===== src/rtl/rv32_pkg.sv =====
// Shared RV32 integer-core constants and small helpers used by the write-back path.
package rv32_pkg;

  localparam int XLEN        = 32;
  localparam int REG_ADDR_W  = 5;
  localparam logic [REG_ADDR_W-1:0] REG_X0 = 5'd0;

  localparam int WB_SRC_ALU  = 0;
  localparam int WB_SRC_LSU  = 1;
  localparam int WB_SRC_MDU  = 2;

  // Population count over up to eight request lines.
  function automatic logic [3:0] count_ones8(input logic [7:0] v);
    logic [3:0] n;
    n = 4'd0;
    for (int i = 0; i < 8; i++) begin
      n = n + {3'b000, v[i]};
    end
    return n;
  endfunction

endpackage


===== src/rtl/rr_arbiter.sv =====
// Round-robin priority select with a rotating start pointer; the pointer moves
// just past each winner so every requester is served within N cycles.
module rr_arbiter
  import rv32_pkg::*;
#(
  parameter int N  = 3,
  parameter int IW = (N > 1) ? $clog2(N) : 1
) (
  input  logic          clk,
  input  logic          rst,
  input  logic [N-1:0]  req,
  output logic [N-1:0]  grant,
  output logic [IW-1:0] grant_idx,
  output logic          grant_any
);

  logic [IW-1:0] ptr_r;
  logic [IW-1:0] idx_s;

  // Search upward from the pointer, wrapping modulo N; first hit wins.
  always_comb begin
    grant     = {N{1'b0}};
    grant_idx = {IW{1'b0}};
    grant_any = 1'b0;
    idx_s     = {IW{1'b0}};
    for (int k = 0; k < N; k++) begin
      idx_s = IW'((int'(ptr_r) + k) % N);
      if (!grant_any && req[idx_s]) begin
        grant[idx_s] = 1'b1;
        grant_idx    = idx_s;
        grant_any    = 1'b1;
      end else begin
        grant_any = grant_any;
      end
    end
  end

  // Pointer advances to the slot after the winner; holds when nobody is granted.
  always_ff @(posedge clk or posedge rst) begin
    if (rst) begin
      ptr_r <= {IW{1'b0}};
    end else if (grant_any) begin
      ptr_r <= (grant_idx == IW'(N - 1)) ? {IW{1'b0}} : grant_idx + IW'(1);
    end else begin
      ptr_r <= ptr_r;
    end
  end

endmodule


===== src/rtl/regfile_wb_arbiter.sv =====
// Write-back arbiter for the single register-file write port: grants one producer
// per cycle, registers the winning write, and counts contended cycles.
module regfile_wb_arbiter
  import rv32_pkg::*;
#(
  parameter int DATA_WIDTH = XLEN,
  parameter int ADDR_WIDTH = REG_ADDR_W,
  parameter int NUM_REQ    = 3,
  parameter int CNT_WIDTH  = 16
) (
  input  logic                          clk,
  input  logic                          rst,
  input  logic [NUM_REQ-1:0]            req_valid,
  input  logic [NUM_REQ*ADDR_WIDTH-1:0] req_addr,
  input  logic [NUM_REQ*DATA_WIDTH-1:0] req_data,
  output logic [NUM_REQ-1:0]            req_ready,
  input  logic                          flush,
  output logic                          rf_write_en,
  output logic [ADDR_WIDTH-1:0]         rf_addr_w,
  output logic [DATA_WIDTH-1:0]         rf_data_w,
  output logic [$clog2(NUM_REQ)-1:0]    grant_id,
  output logic [CNT_WIDTH-1:0]          conflict_count
);

  localparam int IW = $clog2(NUM_REQ);

  logic [NUM_REQ-1:0]    req_eff_s;
  logic [NUM_REQ-1:0]    grant_s;
  logic [IW-1:0]         grant_idx_s;
  logic                  grant_any_s;
  logic [ADDR_WIDTH-1:0] win_addr_s;
  logic [DATA_WIDTH-1:0] win_data_s;
  logic [7:0]            valid_ext_s;
  logic                  contended_s;

  logic                  we_r;
  logic [ADDR_WIDTH-1:0] addr_r;
  logic [DATA_WIDTH-1:0] data_r;
  logic [IW-1:0]         gid_r;
  logic [CNT_WIDTH-1:0]  cnt_r;

  // Flush and reset hide every request from the arbiter, so no handshake can occur.
  assign req_eff_s = (flush || rst) ? {NUM_REQ{1'b0}} : req_valid;

  rr_arbiter #(.N(NUM_REQ), .IW(IW)) u_rr (
    .clk       (clk),
    .rst       (rst),
    .req       (req_eff_s),
    .grant     (grant_s),
    .grant_idx (grant_idx_s),
    .grant_any (grant_any_s)
  );

  assign req_ready   = grant_s;
  assign win_addr_s  = req_addr[int'(grant_idx_s)*ADDR_WIDTH +: ADDR_WIDTH];
  assign win_data_s  = req_data[int'(grant_idx_s)*DATA_WIDTH +: DATA_WIDTH];
  assign valid_ext_s = 8'(req_valid);
  assign contended_s = (count_ones8(valid_ext_s) > 4'd1) && !flush;

  // Write-back stage: capture the winner; x0 writes are consumed but never enabled.
  always_ff @(posedge clk or posedge rst) begin
    if (rst) begin
      we_r   <= 1'b0;
      addr_r <= {ADDR_WIDTH{1'b0}};
      data_r <= {DATA_WIDTH{1'b0}};
      gid_r  <= {IW{1'b0}};
    end else if (grant_any_s) begin
      we_r   <= (win_addr_s != REG_X0[ADDR_WIDTH-1:0]);
      addr_r <= win_addr_s;
      data_r <= win_data_s;
      gid_r  <= grant_idx_s;
    end else begin
      we_r   <= 1'b0;
      addr_r <= addr_r;
      data_r <= data_r;
      gid_r  <= gid_r;
    end
  end

  // Saturating count of cycles with more than one producer asking.
  always_ff @(posedge clk or posedge rst) begin
    if (rst) begin
      cnt_r <= {CNT_WIDTH{1'b0}};
    end else if (contended_s && (cnt_r != {CNT_WIDTH{1'b1}})) begin
      cnt_r <= cnt_r + CNT_WIDTH'(1);
    end else begin
      cnt_r <= cnt_r;
    end
  end

  assign rf_write_en    = we_r;
  assign rf_addr_w      = addr_r;
  assign rf_data_w      = data_r;
  assign grant_id       = gid_r;
  assign conflict_count = cnt_r;

endmodule


===== config.mk =====
export PLATFORM = sky130hd
export DESIGN_NAME = regfile_wb_arbiter
export DESIGN_NICKNAME = d
export VERILOG_FILES = /design/src/rtl/rv32_pkg.sv /design/src/rtl/rr_arbiter.sv /design/src/rtl/regfile_wb_arbiter.sv
export SDC_FILE = /design/constraint.sdc
export NUM_CORES = 1
export LEC_CHECK = 0
export ABC_AREA = 1
export BUFFER_PORTS_ARGS = -buffer_cell sky130_fd_sc_hd__clkbuf_2
export CORE_MARGIN = 1
export CORE_UTILIZATION = 46
export DETAILED_ROUTE_END_ITERATION = 12
export GPL_TIMING_DRIVEN = 0
export PLACE_DENSITY = 0.81
export SETUP_SLACK_MARGIN = 0.4
export SLEW_MARGIN = 20
export SYNTH_ARGS = -nofsm -noshare
export SYNTH_HDL_FRONTEND = slang
export SYNTH_SLANG_ARGS = --single-unit

===== constraint.sdc =====
create_clock -name clk -period 2.9 [get_ports clk]
set_clock_uncertainty 0.15 [all_clocks]
set_input_delay 0.145 -clock clk [delete_from_list [all_inputs] [get_ports clk]]
set_output_delay 0.145 -clock clk [all_outputs]
set_load 0.05 [all_outputs]

==> summary.txt, run 1 <==
Clock network
  • CTS max path bufs: 2
  • # clock sinks: 58
  • Num CTS Buffers: 9
  • CTS clock-pin slew for the worst setup and hold paths: around 0.070 ns
  • TritonCTS clock tree: yes
  • Clock root buffer master: clkbuf_8
  • Clk_lat worst skew: 0.34 ns
  • Htree depth: 3

Floorplanning
  • I/O pins: 176
  • Die Y: roughly 87 um
  • Die Width: just under 90 um
  • Core Rows: 30
  • Core Area: ~6900 sq um
  • Initial Util: 0.483
  • Die Footprint: ~7600 sq um

GRT
  • Initial antenna violation count: 0
  • Vias in the first global route: ~4500
  • Largest net degree at the start of global routing: 59
  • GR Overflow Total: 0
  • First-pass GRT wire length: between 20 and 25 mm
  • GRT Overall Usage: 0.397

Logic synthesis
  • Primary FF master, synth: dfrtp_1
  • Synthesized Nets: 531
  • Cell count after synthesis: a little over 400
  • Post-synth top area share: 0.435
  • Distinct cell type count after synthesis: 33
  • Share of flip-flops with an asynchronous set or reset: 1.00
  • Post-synth EDFFs: 0
  • Cell with the most instances after synthesis: nand2_1
  • Seq cells post-synth: 58
  • Syn Area/Cell: 8.18 sq um
  • Synth Cell Area: 3340 sq um
  • Synth warn: 0
  • Synth top cells by count: nand2_1, dfrtp_1, nor2_1, o211ai_1, o21ai_1
  • Post-synthesis sequential area ratio: 0.435
  • Synth area leader: dfrtp_1
  • Area contributors post-synth: dfrtp_1, nand2_1, o211ai_1, nor2_1, o21ai_1

Worst setup path
  • Crit Path Category: reg -> reg
  • Top Family by Delay on Critical Path: simple AND/OR/NAND/NOR gates
  • Worst path buffer plus inverter count: 4
  • Worst setup EP type: register
  • Reg2reg end: rf_data_w[4]
  • Worst path max stage delay: 0.38 ns
  • Worst Path Required: approximately 3 ns
  • Setup slack, reg-to-reg: 0.41 ns
  • Reg-to-Reg Start: u_rr.ptr_r[0]
  • Worst reg2reg path depth: 13
  • Worst path arrival time: 2.56 ns
  • Critical Path Source Type: register
  • Slowest cell on crit path: dfrtp_1
  • Crit Path Max Fanout: 10
  • CP Cell Sequence: inv_1 -> ha_4 -> inv_1 -> nand2_1 -> nand3_1 -> nand2_4 -> nand4_2 -> nand2_4 -> inv_6 -> nor2_8 -> buf_6 -> o21ai_1 -> o211ai_1

Drt
  • Total number of vias: approximately 4400
  • Number of DRC markers in iteration 0: 283
  • # DRC: 0
  • Drt wl/cell: approximately 18 um
  • DRT Wirelength: 14.3 mm
  • Via/cell ratio: 5.53
  • 1st-pass router iterations: 5
  • Final ANT Viol Nets: 0

Final layout
  • Area Growth Syn to Fin: 70.8%
  • Post-layout nets: 815
  • Fin area: 5700 sq um
  • Fill count: 402
  • Post-Layout Cell Count: 794
  • Fraction of layout cells with a size suffix above 1: 0.386

Power
  • Cell-internal power: around 3300 uW
  • Sw power: between 3000 and 4000 uW
  • Leak: 0.00283 uW
  • Sequential share of power: 0.198
  • Gate power share: 0.682
  • Switching share of power: 0.547
  • Pwr Density: 1270 nW/um^2
  • Clock Power Share: 0.119
  • Maximum vdd drop: 0.808 mV

Timing
  • Hold slack: -0.00601 ns
  • Relative slew slack: 0.750
  • Final hold violation count: 4
  • Fin crit share: 0.857
  • Final setup TNS: 0 ns
  • Minimum clock period after layout: 2.49 ns
  • Setup repair after global routing missed its margin: true
  • Fmax: between 400 and 500 MHz
  • Max-slew violations: 0
  • # setup viols final: 0
  • Least-Margin Pin Slew: roughly 0.37 ns

Placed design
  • GP Congestion: 0.935
  • I/O Buffers: between 150 and 200
  • Dpl hpwl: just under 8 mm
  • Cells after DPL: just under 700
  • Placed Area: around 4400 sq um

Run status
  • Failing checks: negative hold slack
  • Status: complete, but fails checks

Worst hold path
  • Hold path depth: 5
  • Hold Startpoint: req_addr[12]
  • Hold Path Sink: rf_addr_w[2]
  • Hold WC Path Type: in -> reg

Job
  • Maxcap violations: 0
-- what timing repair did --
item	CTS	global route
pin swaps	1	17
hold endpoints to repair	94	0
gates resized for setup	4	42
setup endpoints to repair	26	43
buffers inserted	0	13
gates cloned	0	2
hold buffers	82	0
-- final cells by class --
class / count / area [sq um] / area share
timing repair buffer: 272 / 1850 / 0.324
multi-input combinational: 304 / 1760 / 0.309
sequential: 58 / 1450 / 0.255
buffer: 18 / 166 / 0.0292
clock buffer: 10 / 138 / 0.0241
inverter: 29 / 124 / 0.0217
tap: 96 / 120 / 0.0211
clock inverter: 6 / 90.1 / 0.0158
antenna: 1 / 2.50 / 0.000439
-- power by group through the flow --
stage	clock [uW]	combinational [uW]	sequential (uW)
finish	860	4920	1430
global route	904	5280	1450
CTS	844	4310	1400
detailed placement	0	4170	1400
global placement	0	4090	1390
floorplan	0	2040	2490
-- how the worst max path moves through the flow --
stage / to / slack (ns) / cells after the start / from
floorplan: req_ready[0] / 0.57 / 8 / u_rr.ptr_r[0]
global placement: rf_data_w[10] / 0.38 / 2 / rst
detailed placement: rf_data_w[31] / 0.34 / 12 / u_rr.ptr_r[1]
CTS: rf_data_w[31] / 0.40 / 13 / u_rr.ptr_r[1]
global route: rf_data_w[4] / 0.33 / 13 / u_rr.ptr_r[0]
finish: rf_data_w[4] / 0.41 / 13 / u_rr.ptr_r[0]
-- kinds of logic (layout without fill, tap and decap cells) --
kind of cell	Yosys count	count (layout)	synth area share
fa+ha+maj	6	6	0.0225
simple gates	203	204	0.282
compound gates	80	80	0.152
other cells	0	1	0
flops	58	58	0.435
buf+inv	47	335	0.0712
xor+xnor	14	14	0.0367
-- cells in the final DEF (no fill, tap or decap), drive strengths merged, types with 8 or more instances in the layout --
| master | count |
|---|---|
| clkbuf | 190 |
| nand2 | 115 |
| dlygate4sd3 | 82 |
| dfrtp | 58 |
| nor2 | 50 |
| o21ai | 37 |
| o211ai | 33 |
| inv | 28 |
| buf | 28 |
| nand3 | 25 |
| xor2 | 8 |
-- worst register-to-register path, cell delays in order, from the launching register on --
cell	delay, ns
dfrtp_1	0.38
inv_1	0.15
ha_4	0.20
inv_1	0.11
nand2_1	0.11
nand3_1	0.14
nand2_4	0.14
nand4_2	0.13
nand2_4	0.15
inv_6	0.09
nor2_8	0.14
buf_6	0.16
o21ai_1	0.08
o211ai_1	0.27
-- registers in the layout (all words and copies together) (netlist names) --
name and count:
u_rr.ptr_r 2, rf_addr_w 5, rf_data_w 32, conflict_count 16
rf_write_en 1, grant_id 2
-- layer usage --
layer | share of wire | track usage
met3 | 0.085 | 0.209
met1 | 0.35 | 0.421
met2 | 0.50 | 0.609
met4 | 0.069 | 0.264
met5 | 0 | 0.0769
-- metrics by stage --
step                       util  worst slack [ns]  power (uW)
after detailed placement  0.632             0.335        5570
after floorplan               -             0.566        4540
after CTS                 0.787             0.402        6550
after global placement    0.627             0.384        5480
final                     0.825             0.415        7210
after global routing      0.825             0.327        7640
No activity file was read; power rests on OpenSTA's default activity.
==> inputs of run 2 (changes only) <==
- ABC_AREA: 1 -> unset
- CORE_UTILIZATION: 46 -> 45
- PLACE_DENSITY: 0.81 -> 0.8
==> summary.txt, run 2 <==
Logic synthesis
  • Synth Cell Area: 3300 sq um (-1.2%)
  • Cell count after synthesis: 312 (-24%)
  • Primary FF master, synth: dfrtp_1
  • Synth warn: 0 (unchanged)
  • Synth top cells by count: dfrtp_1, mux2i_1, nor2_1, a21o_1, o21ai_0
  • Synthesized Nets: 435 (-18%)
  • Seq cells post-synth: 58 (unchanged)
  • Post-synthesis sequential area ratio: 0.440 (+0.00528)
  • Post-synth EDFFs: 0 (unchanged)
  • Area contributors post-synth: dfrtp_1, mux2i_1, a21o_1, a211oi_1, xnor2_1
  • Distinct cell type count after synthesis: 52 (+58%)
  • Post-synth top area share: 0.440 (+0.00528)
  • Synth area leader: dfrtp_1
  • Syn Area/Cell: 10.6 sq um (+29%)
  • Cell with the most instances after synthesis: dfrtp_1
  • Share of flip-flops with an asynchronous set or reset: 1.00 (unchanged)

GRT
  • Largest net degree at the start of global routing: 59 (unchanged)
  • Vias in the first global route: 3554 (-20%)
  • First-pass GRT wire length: 16.4 mm (-26%)
  • GRT Overall Usage: 0.285 (-0.112)
  • GR Overflow Total: 0 (unchanged)
  • Initial antenna violation count: 0 (unchanged)

Final layout
  • Fin area: 5450 sq um (-4.3%)
  • Fraction of layout cells with a size suffix above 1: 0.498 (+0.112)
  • Area Growth Syn to Fin: 65.4%
  • Max FFs per register: 32 (unchanged)
  • N_diodes: 0 (-1)
  • Commonest non-fill, non-tap cells in the layout: clkbuf_2, dfrtp_1, dlygate4sd3_1
  • Most common cell after layout, fill and taps aside: clkbuf_2
  • Post-layout nets: 680 (-17%)

Floorplanning
  • Initial Util: 0.475 (-0.00838)
  • Die Footprint: 7670 sq um (+0.98%)
  • Core Rows: 30 (unchanged)
  • Die Width: 87.6 um (+0.49%)
  • Core Area: 6940 sq um (+0.54%)
  • I/O pins: 176 (unchanged)
  • Die Y: 87.6 um (+0.49%)

Drt
  • DRT Wirelength: 11.1 mm (-22%)
  • Total number of vias: 3512 (-20%)
  • Drt wl/cell: 16.9 um (-6.2%)
  • 1st-pass router iterations: 4 (-1)
  • Via/cell ratio: 5.34 (-3.5%)
  • Number of DRC markers in iteration 0: 128 (-55%)
  • # DRC: 0 (unchanged)
  • Final ANT Viol Nets: 0 (unchanged)

Placed design
  • GP Congestion: 0.853 (-8.8%)
  • Dpl hpwl: 7.10 mm (-8.8%)
  • Placed Area: 4300 sq um (-1.5%)
  • I/O Buffers: 175 (unchanged)

Worst setup path
  • Worst Path Required: 2.96 ns (-0.02 ns)
  • Worst setup EP type: register
  • Slowest cell on crit path: dfrtp_2
  • Worst path max stage delay: 0.41 ns (+0.03 ns)
  • Crit Path Category: reg -> reg
  • Crit Path Max Fanout: 10 (unchanged)
  • Worst path arrival time: 2.57 ns (about the same)
  • Critical Path Source Type: register
  • CP Cell Sequence: inv_2 -> ha_4 -> buf_6 -> nand2b_4 -> mux2_4 -> nor2b_4 -> a21o_1 -> buf_6 -> buf_12 -> buf_4 -> a22oi_1 -> o21ai_0
  • Crit path top cell by count: buf_6

Clock network
  • Clock root buffer master: clkbuf_8
  • # clock sinks: 58 (unchanged)
  • Clk_lat worst skew: 0.34 ns (about the same)
  • CTS clock-pin slew for the worst setup and hold paths: 0.07 ns (about the same)
  • CTS max path bufs: 2 (unchanged)
  • Num CTS Buffers: 9 (unchanged)
  • Htree depth: 3 (unchanged)
  • TritonCTS clock tree: yes

Timing
  • Hold slack: -0.00477 ns (+0.00124 ns)
  • Max-slew violations: 0 (unchanged)
  • Final setup TNS: 0 ns (unchanged)
  • Relative slew slack: 0.521 (-0.229)
  • Minimum clock period after layout: 2.51 ns (+0.0225 ns)
  • Setup repair after global routing missed its margin: true
  • # setup viols final: 0 (unchanged)
  • Final hold violation count: 1 (-3)
  • Least-Margin Pin Slew: 0.719 ns (+0.344 ns)
  • Fmax: 399 MHz (-0.90%)
  • Fin crit share: 0.865 (+0.00775)

Job
  • Maxcap violations: 0 (unchanged)

Power
  • Pwr Density: 973 nW/um^2 (-23%)
  • Leak: 0.00271 uW (-4.5%)
  • Total power: 5300 uW (-26%)
  • Maximum vdd drop: 0.580 mV (-28%)

Run status
  • Status: complete, but fails checks
  • Failing checks: negative hold slack

Worst hold path
  • Hold WC Path Type: in -> reg
[run 2: report_power, final]
part / internal [uW] / switching, uW
sequential: 1130 / 238
combinational: 1010 / 2010
clock: 597 / 324
total: 2740 / 2570
[run 2: area by class of cell]
| type | instances | area, sq um |
|---|---|---|
| Timing Repair Buffer | 234 | 1460 |
| Clock buffer | 12 | 145 |
| Sequential cell | 58 | 1450 |
| Multi-Input combinational cell | 227 | 1940 |
| Tap cell | 96 | 120 |
| Clock inverter | 4 | 98.8 |
| Buffer | 19 | 211 |
| Inverter | 8 | 32.5 |
| Fill cell | 441 | 1490 |
[run 2: through the flow]
stage / utilization / setup slack, ns / instances
global placement: 0.618 / 0.215 / 583
detailed placement: 0.619 / 0.151 / 583
floorplan: - / 0.519 / 312
finish: 0.785 / 0.392 / 658
CTS: 0.738 / 0.372 / 652
global route: 0.785 / 0.317 / 658
[run 2: worst paths after layout]
kind | start | to | slack, ns | cells past startpoint
worst max-delay path | u_rr.ptr_r[0] | rf_data_w[10] | 0.39 | 12
worst min-delay path | req_data[27] | rf_data_w[27] | -0.005 | 3
worst max register to register | u_rr.ptr_r[0] | rf_data_w[10] | 0.39 | 12
worst min register to register | rf_data_w[6] | rf_data_w[6] | 0.32 | 1
max in group asynchronous | rst | u_rr.ptr_r[0] | 1.73 | 3
min in group asynchronous | rst | conflict_count[1] | 0.35 | 3
[run 2: per-layer routing]
layer	track usage	up-vias	wire length (um)
met5	0	-	0
met4	0.119	0	218
met2	0.539	147	6050
li1	-	1638	-
met3	0.0575	18	728
met1	0.308	1709	4120
[run 2: worst max-delay path, delay by kind of cell (launching register included)]
kind | cells | cell delay, ns
buf+inv | 5 | 0.62
compound gates | 3 | 0.46
flops | 1 | 0.41
mux | 1 | 0.30
simple gates | 2 | 0.29
fa+ha+maj | 1 | 0.15
[run 2: cells by family after synthesis]
| logic type | Yosys count | synth area share |
|---|---|---|
| compound gates | 94 | 0.206 |
| simple gates | 68 | 0.105 |
| flops | 58 | 0.440 |
| mux | 44 | 0.137 |
| buf+inv | 27 | 0.0493 |
| xor+xnor | 15 | 0.0398 |
| fa+ha+maj | 6 | 0.0228 |
[run 2: what timing repair did]
| item | in CTS | in global routing |
|---|---|---|
| hold endpoints to repair | 74 | 0 |
| gates resized for setup | 20 | 74 |
| hold buffers | 43 | 0 |
| pin swaps | 5 | 9 |
| setup buffers | 10 | 6 |
| setup endpoints to repair | 44 | 48 |
| gates cloned | 0 | 0 |
